<file path="src/rtl/keypad_entry.sv">
// Keypad entry: synchronises the key code stream, records one event per press into a BCD buffer and converts it to binary on confirm.
// Optional range check on confirmed values is enabled by defining KEYPAD_LIMIT_EN.
module keypad_entry #(
    parameter int DIGITS    = 3,
    parameter int VAL_W     = 10,
    parameter int MAX_VALUE = 500
) (
    input  logic                  clk,
    input  logic                  reset,
    input  logic [3:0]            key_code,
    output logic [4*DIGITS-1:0]   entry_bcd,
    output logic [2:0]            entry_cnt,
    output logic [VAL_W-1:0]      value_out,
    output logic                  value_valid,
    output logic                  start_pulse,
    output logic                  err_pulse,
    output logic                  busy
);

    localparam int BW = 4 * DIGITS;

    if (DIGITS < 1 || DIGITS > 7) begin : g_bad_digits
        $error("keypad_entry: DIGITS must be 1..7");
    end
    if (VAL_W < $clog2(10 ** DIGITS)) begin : g_bad_width
        $error("keypad_entry: VAL_W too narrow for DIGITS");
    end
    if (MAX_VALUE < 0) begin : g_bad_max
        $error("keypad_entry: MAX_VALUE must be non-negative");
    end

    typedef enum logic [1:0] {IDLE, WAIT_REL, CONV, DONE} state_t;

    state_t            state_q, state_d;
    logic [3:0]        key_m_q, key_s_q;
    logic [BW-1:0]     bcd_q, bcd_d;
    logic [2:0]        cnt_q, cnt_d;
    logic [2:0]        idx_q, idx_d;
    logic [VAL_W-1:0]  acc_q, acc_d;
    logic [VAL_W-1:0]  value_q, value_d;
    logic              valid_q, valid_d;
    logic              start_q, start_d;
    logic              err_q, err_d;
    logic [3:0]        digit;

    always_ff @(posedge clk or negedge reset) begin
        if (!reset) begin
            key_m_q <= 4'hF;
            key_s_q <= 4'hF;
        end else begin
            key_m_q <= key_code;
            key_s_q <= key_m_q;
        end
    end

    always_comb begin
        digit = '0;
        for (int unsigned i = 0; i < DIGITS; i++) begin
            if (idx_q == 3'(i)) digit = bcd_q[4*i +: 4];
        end
    end

    always_comb begin
        state_d = state_q;
        bcd_d   = bcd_q;
        cnt_d   = cnt_q;
        idx_d   = idx_q;
        acc_d   = acc_q;
        value_d = value_q;
        valid_d = 1'b0;
        start_d = 1'b0;
        err_d   = 1'b0;
        case (state_q)
            IDLE: begin
                if (key_s_q != 4'hF) begin
                    state_d = WAIT_REL;
                    if (key_s_q <= 4'd9) begin
                        if (cnt_q < 3'(DIGITS)) begin
                            bcd_d = BW'({bcd_q, key_s_q});
                            cnt_d = cnt_q + 3'd1;
                        end else begin
                            err_d = 1'b1;
                        end
                    end else begin
                        case (key_s_q)
                            4'hA: start_d = 1'b1;
                            4'hB: begin
                                bcd_d = '0;
                                cnt_d = '0;
                            end
                            4'hC: begin
                                if (cnt_q == 3'd0) begin
                                    err_d = 1'b1;
                                end else begin
                                    state_d = CONV;
                                    acc_d   = '0;
                                    idx_d   = 3'(DIGITS - 1);
                                end
                            end
                            default: ;
                        endcase
                    end
                end
            end
            WAIT_REL: begin
                if (key_s_q == 4'hF) state_d = IDLE;
            end
            CONV: begin
                // Unused upper digits are zero, so scanning all DIGITS positions is safe.
                acc_d = acc_q * VAL_W'(10) + VAL_W'(digit);
                if (idx_q == 3'd0) state_d = DONE;
                else               idx_d   = idx_q - 3'd1;
            end
            DONE: begin
`ifdef KEYPAD_LIMIT_EN
                if (int'(acc_q) > MAX_VALUE) begin
                    err_d = 1'b1;
                end else begin
                    value_d = acc_q;
                    valid_d = 1'b1;
                end
`else
                value_d = acc_q;
                valid_d = 1'b1;
`endif
                bcd_d   = '0;
                cnt_d   = '0;
                state_d = WAIT_REL;
            end
            default: state_d = IDLE;
        endcase
    end

    always_ff @(posedge clk or negedge reset) begin
        if (!reset) begin
            state_q <= IDLE;
            bcd_q   <= '0;
            cnt_q   <= '0;
            idx_q   <= '0;
            acc_q   <= '0;
            value_q <= '0;
            valid_q <= 1'b0;
            start_q <= 1'b0;
            err_q   <= 1'b0;
        end else begin
            state_q <= state_d;
            bcd_q   <= bcd_d;
            cnt_q   <= cnt_d;
            idx_q   <= idx_d;
            acc_q   <= acc_d;
            value_q <= value_d;
            valid_q <= valid_d;
            start_q <= start_d;
            err_q   <= err_d;
        end
    end

    assign entry_bcd   = bcd_q;
    assign entry_cnt   = cnt_q;
    assign value_out   = value_q;
    assign value_valid = valid_q;
    assign start_pulse = start_q;
    assign err_pulse   = err_q;
    assign busy        = (state_q == CONV) || (state_q == DONE);

endmodule

</file>
<file path="config.mk">
export PLATFORM = sky130hd
export DESIGN_NAME = keypad_entry
export DESIGN_NICKNAME = d
export VERILOG_FILES = /design/src/rtl/keypad_entry.sv
export SDC_FILE = /design/constraint.sdc
export NUM_CORES = 1
export LEC_CHECK = 0
export BUFFER_PORTS_ARGS = -buffer_cell sky130_fd_sc_hd__buf_2
export CAP_MARGIN = 0
export CORE_MARGIN = 4
export CORE_UTILIZATION = 35
export DETAILED_ROUTE_END_ITERATION = 12
export GPL_ROUTABILITY_DRIVEN = 1
export SYNTH_ARGS = -nofsm -noshare
export SYNTH_HDL_FRONTEND = slang
export SYNTH_SLANG_ARGS = --single-unit
export TNS_END_PERCENT = 5
</file>
<file path="constraint.sdc">
create_clock -name clk -period 4.6 [get_ports clk]
set_clock_uncertainty 0.05 [all_clocks]
set_input_delay 0.92 -clock clk [delete_from_list [all_inputs] [get_ports clk]]
set_output_delay 0.92 -clock clk [all_outputs]
set_load 0.01 [all_outputs]
</file>
=== Yosys cells after proc, flatten, opt, wreduce, memory -nomap -nowiden ===
Index checks and enable logic that the tools add are counted.

* Register bits: 51
* Input bits: 6
* Output and inout bits: 29
* Word-level logic and storage cells: 88

* $add $sub $neg: 3
* $mul: 1
* Order comparisons: 2
* Eq/ne operators: 19
* Multiplexer cells: 42
* Reductions and logical operators: 10

{| class="wikitable"
|+ Operators with widths
! cell !! count
|-
| $mux W12 || 4
|-
| $mux W10 || 4
|-
| $mux W3 || 9
|-
| $pmux W12 S2 || 1
|-
| $pmux W10 S2 || 1
|-
| $eq A4 B4 Y1 const B || 4
|-
| $mux W2 || 6
|-
| $mux W4 || 3
|-
| $ne A2 B2 Y1 const B || 6
|-
| $pmux W3 S2 || 2
|-
| $mux W1 || 11
|-
| $add A10 B4 Y10 || 1
|-
| $mul A10 B3 Y9 const B || 1
|-
| $pmux W2 S4 || 1
|-
| $logic_not A3 Y1 || 2
|-
| $reduce_and A6 Y1 || 1
|-
| $reduce_and A5 Y1 || 1
|-
| $eq A2 B2 Y1 const B || 2
|-
| $le A4 B4 Y1 const B || 1
|-
| $ne A4 B4 Y1 const B || 1
|-
| $reduce_and A4 Y1 || 1
|-
| $reduce_bool A2 Y1 || 2
|-
| $add A3 B1 Y3 const B || 1
|-
| $eq A3 B1 Y1 const B || 1
|-
| other kinds (10) || 10
|}

=== Logic depth before layout (Yosys ltp) ===
* Word-level depth: 6
* Mapped depth: 15
* Depth with buffers taken out: 15

=== Least setup slack after synthesis ===
Ideal clock, no wire load.

* Kind: register to register
* Start point: register idx_q[0]
* End point: register acc_q[9]
* Setup time: 0.076 ns
* Arrival: 2.569 ns
* Data required time: 4.474 ns
* Slack: 1.904 ns
* Cell stages (with the launch flop): 16
* Clock period less this slack: 2.696 ns
* Path through: dfrtp_1 -> inv_1 -> ha_1 -> nor2b_1 -> a22oi_1 -> nor2_1 -> a21oi_1 -> nor2_1 -> ha_1 -> inv_1 -> fa_1 -> nor2b_1 -> o21ai_1 -> nor3_2 -> xnor3_1 -> o21ai_1

* Cells in the longest elaborated chain, start to end: 6
* Elaborated cells on any way between the ends: 8

{| class="wikitable"
|+ Ends and longest elaborated chain
! element !! RTL line !! text
|-
| start: declaration || 38 || <nowiki>logic [2:0] idx_q, idx_d;</nowiki>
|-
| start signal: assignment || 149 || <nowiki>idx_q <= idx_d;</nowiki>
|-
| $logic_not A3 Y1 || 59 || <nowiki>if (idx_q == 3'(i)) digit = bcd_q[4*i +: 4];</nowiki>
|-
| $mux W4 (2 in a row) || 59 ||
|-
| $mux W4 (*) || 59 ||
|-
| $add A10 B4 Y10 (*) || 110 || <nowiki>acc_d = acc_q * VAL_W'(10) + VAL_W'(digit);</nowiki>
|-
| $pmux W10 S2 (*) || 73 || <nowiki>case (state_q)</nowiki>
|-
| end signal: assignment || 140 || <nowiki>acc_q <= '0;</nowiki>
|-
| end signal: assignment || 150 || <nowiki>acc_q <= acc_d;</nowiki>
|-
| end: declaration || 39 || <nowiki>logic [VAL_W-1:0] acc_q, acc_d;</nowiki>
|}

Every way passes the cells marked *; elsewhere a longest branch is shown, timed or not.
A chain may end at the register's enable or synchronous reset.

=== Final worst setup path ===
Same ends and word-level chain as after synthesis.

==> results_tabular.tex <==
\begin{tabular}{lr}
\hline
Metric & Value \\
\hline
\multicolumn{2}{l}{\textbf{Worst hold path}} \\
Worst min-delay path class & reg -> reg \\
\multicolumn{2}{l}{\textbf{Finish}} \\
Post-layout nets & 310 \\
Storage cell area & 0.001286 mm\^{}2 \\
Multi-input logic area & 0.001190 mm\^{}2 \\
Diodes inserted & 0 \\
Final instance area & 0.002923 mm\^{}2 \\
Filler instances & 693 \\
Fraction of final layout cells with drive strength greater than 1 & 0.2085 \\
Area grow syn2layout & 14.68\% \\
\multicolumn{2}{l}{\textbf{Setup path}} \\
Endpoint required time on the critical path & 4.78 ns \\
Type of the worst setup path & reg -> reg \\
Largest incremental delay on the critical path & 0.39 ns \\
Critical Path Slowest Stage Cell & sky130\_fd\_sc\_hd\_\_dfrtp\_1 \\
Type of element capturing the critical path & register \\
Cell family contributing the most delay on the critical path & adder cells \\
Ordered cell list for the critical path & inv\_1, ha\_1, nor2b\_1, a22oi\_1, nor2\_1, a21oi\_1, nor2\_1, ha\_1, inv\_1, fa\_1, nor2b\_1, o21ai\_1, nor3\_2, xnor3\_1, o21ai\_1 \\
WP buf/inv & 2 \\
Type of origin of the critical path & register \\
Endpoint arrival time on the critical path & 3.16 ns \\
Highest net fanout along the worst path & 5 \\
\multicolumn{2}{l}{\textbf{Synth}} \\
Count of yosys warnings during synthesis & 0 \\
Fraction of the yosys area taken by sequential cells & 0.5047 \\
Netlist area before placement & 0.002549 mm\^{}2 \\
Top cell type by total area after synthesis & sky130\_fd\_sc\_hd\_\_dfrtp\_1 \\
Top cells by area, synth & sky130\_fd\_sc\_hd\_\_dfrtp\_1 42\%, sky130\_fd\_sc\_hd\_\_ha\_1 9.8\%, sky130\_fd\_sc\_hd\_\_dfstp\_2 8.2\%, sky130\_fd\_sc\_hd\_\_nand2\_1 8.0\%, sky130\_fd\_sc\_hd\_\_a22o\_1 3.8\% \\
Post-Synthesis Cells & 248 \\
Synthesized flop and latch total & 51 \\
Average footprint of a synthesized cell & 10.28 um\^{}2 \\
Synth unique cells & 39 \\
Post-Synthesis Net Count & 276 \\
Fraction of synthesized cell area taken by the top area cell type & 0.4222 \\
\multicolumn{2}{l}{\textbf{Clock network}} \\
Number of CTS-inserted buffers & 5 \\
Post-CTS setup buffers & 0 \\
Post-cts gate resize count & 0 \\
Worst-case clock buffer depth & 2 \\
TritonCTS clock tree & built \\
Clk slew on worst S/H paths & 0.10 ns \\
Root buffer cell & sky130\_fd\_sc\_hd\_\_clkbuf\_8 \\
Clk Latency, worst-skew pair & 0.30 ns \\
Maximum level of the CTS H-tree & 2 \\
Quantity of hold-fixing buffers added after cts & 0 \\
Clock sink count & 51 \\
\multicolumn{2}{l}{\textbf{Global routing}} \\
Wire length of the first global-routing pass & 8.804 mm \\
Pin count of the biggest net entering global routing & 52 \\
Number of global-route vias before repair & 1822 \\
GR Overflow Total & 0 \\
Antenna violations before repair & 0 \\
Overall track demand over capacity in global routing & 0.1247 \\
\multicolumn{2}{l}{\textbf{Timing}} \\
Final period utilization & 0.6483 \\
Final number of max-transition violations & 0 \\
Setup repair after global routing missed its margin & false \\
Final-layout worst hold slack & 0.3099 ns \\
Tightest Pin Transition & 0.9523 ns \\
Final setup violation count & 0 \\
Relative slew slack & 0.3638 \\
Total Negative Setup Slacks & 0 ns \\
Maximum clock frequency & 335.3 MHz \\
Endpoints failing hold & 0 \\
Min Tclk post-route & 2.982 ns \\
\multicolumn{2}{l}{\textbf{Drt}} \\
Vias post-DR & 1825 \\
Number of DRC markers after the initial detailed-route iteration & 44 \\
Vias/cell & 4.815 \\
Number of remaining DRC errors & 0 \\
WL per Instance & 13.44 um \\
Pre-antenna DRT Iters & 4 \\
Detailed-route wire length & 5.093 mm \\
Count of nets left with antenna violations after detail routing & 0 \\
\multicolumn{2}{l}{\textbf{Power and ir drop}} \\
P\_leak & 1.507 nW \\
Worst VDD drop & 0.2773 mV \\
Pwr per Cell Area & 365.5 mW/mm\^{}2 \\
\multicolumn{2}{l}{\textbf{Die}} \\
Y dimension of the die & 93.34 um \\
Chip Width & 93.34 um \\
Placeable core area & 0.006944 mm\^{}2 \\
FP Rows & 30 \\
Num ports & 35 \\
Die area & 0.008711 mm\^{}2 \\
Starting Density & 0.3670 \\
\multicolumn{2}{l}{\textbf{Place}} \\
Final HPWL DP & 3.690 mm \\
Final GP Congestion & 0.8107 \\
Quantity of I/O buffers inserted on ports & 34 \\
Total placed instance area & 0.002811 mm\^{}2 \\
\multicolumn{2}{l}{\textbf{Run status}} \\
Outcome & completed \\
\multicolumn{2}{l}{\textbf{Flow run}} \\
Max Cap Violations & 0 \\
\hline
\end{tabular}
[cells in the final DEF, fill, tap and decap left out, types with 2 or more instances in the layout]
master and instances:
sky130_fd_sc_hd__o21ai_0 13, sky130_fd_sc_hd__clkbuf_8 5, sky130_fd_sc_hd__nor3_1 2, sky130_fd_sc_hd__buf_2 34, sky130_fd_sc_hd__dfrtp_1 43, sky130_fd_sc_hd__a22oi_1 2, sky130_fd_sc_hd__o21ai_1 6, sky130_fd_sc_hd__xor2_1 6
sky130_fd_sc_hd__inv_1 10, sky130_fd_sc_hd__ha_1 20, sky130_fd_sc_hd__a21o_1 2, sky130_fd_sc_hd__nor2b_1 7, sky130_fd_sc_hd__nand2_1 54, sky130_fd_sc_hd__xnor2_1 5, sky130_fd_sc_hd__dfstp_2 8, sky130_fd_sc_hd__nor2_1 17
sky130_fd_sc_hd__fa_1 2, sky130_fd_sc_hd__a21oi_1 12, sky130_fd_sc_hd__nand2b_1 2, sky130_fd_sc_hd__a22o_1 11
[state kept, by name, summed over array words and instances (netlist names)]
signal	flops
entry_bcd	12
acc_q	10
value_out	10
key_m_q	4
key_s_q	4
entry_cnt	3
idx_q	3
state_q	2
err_pulse	1
start_pulse	1
value_valid	1
[layer usage]
metal  share of wire  GRT usage  vias to the layer above
li1                -          -                      903
met1            0.47     0.1708                      870
met2            0.47     0.2067                       49
met3           0.055    0.02735                        3
met4          0.0045    0.01832                        0
met5               0          0                        -
[final timing paths]
check                                start      endpoint  slack (ns)  cells after the start
worst max-delay path              idx_q[0]      acc_q[9]        1.62                     15
worst min-delay path            key_m_q[2]    key_s_q[2]        0.31                      0
worst max register to register    idx_q[0]      acc_q[9]        1.62                     15
worst min register to register  key_m_q[2]    key_s_q[2]        0.31                      0
max in group asynchronous            reset     err_pulse        3.41                      2
min in group asynchronous            reset  value_out[4]        0.67                      2
[layout make-up]
type                       count  area share
clock inverter                 2     0.01327
multi-input combinational    179      0.4071
sequential                    51      0.4401
tap                           96     0.04110
inverter                      10     0.01284
timing repair buffer          35     0.06079
clock buffer                   6     0.02483
[power breakdown]
group	internal [mW]	total (mW)	switching (mW)
sequential	0.496	0.550	0.0543
combinational	0.0919	0.200	0.108
clock	0.165	0.318	0.153
total	0.752	1.07	0.316
[cells in the mapped netlist (all sizes together)]
cell type,number
xor2,6
dfrtp,43
dfstp,8
xnor2,5
nor2b,7
o21bai,1
mux2,1
nor2,18
ha,20
a21o,3
clkbuf,6
nor4,2
inv,10
o21a,1
a211oi,1
and4b,1
fa,2
o21ai,19
nand4,1
nand2b,2
nand2,54
o41ai,1
a22o,11
or2,1
a22oi,2
a21oi,13
buf,2
a31oi,1
o31ai,1
or4b,1
xnor3,1
nor3,3
[kinds of logic after synthesis]
family	after synthesis	share of synthesized area
and+or+nand+nor	90	0.1591
adders and majority gates	22	0.1139
DFF	51	0.5047
buffers and inverters	18	0.02847
AOI/OAI and AO/OA	54	0.1429
xor gates and xnor gates	12	0.04664
muxes	1	0.004418
[through the flow]
step | utilization | worst slack [ns] | std cells | power [mW]
after detailed placement | 0.4049 | 1.651 | 371 | 0.7619
after global routing | 0.4209 | 1.297 | 379 | 1.133
after global placement | 0.4049 | 1.776 | 371 | 0.7590
after CTS | 0.4209 | 1.613 | 379 | 1.082
final | 0.4209 | 1.618 | 379 | 1.068
after floorplan | - | 1.904 | 248 | 0.6735
[worst reg2reg max path, cell delays in order, from the launching register on]
cell                      delay, ns
sky130_fd_sc_hd__dfrtp_1       0.39
sky130_fd_sc_hd__inv_1         0.14
sky130_fd_sc_hd__ha_1          0.26
sky130_fd_sc_hd__nor2b_1       0.20
sky130_fd_sc_hd__a22oi_1       0.09
sky130_fd_sc_hd__nor2_1        0.10
sky130_fd_sc_hd__a21oi_1       0.04
sky130_fd_sc_hd__nor2_1        0.10
sky130_fd_sc_hd__ha_1          0.17
sky130_fd_sc_hd__inv_1         0.05
sky130_fd_sc_hd__fa_1          0.39
sky130_fd_sc_hd__nor2b_1       0.16
sky130_fd_sc_hd__o21ai_1       0.12
sky130_fd_sc_hd__nor3_2        0.20
sky130_fd_sc_hd__xnor3_1       0.33
sky130_fd_sc_hd__o21ai_1       0.12
(Power assumes the default switching activity.)
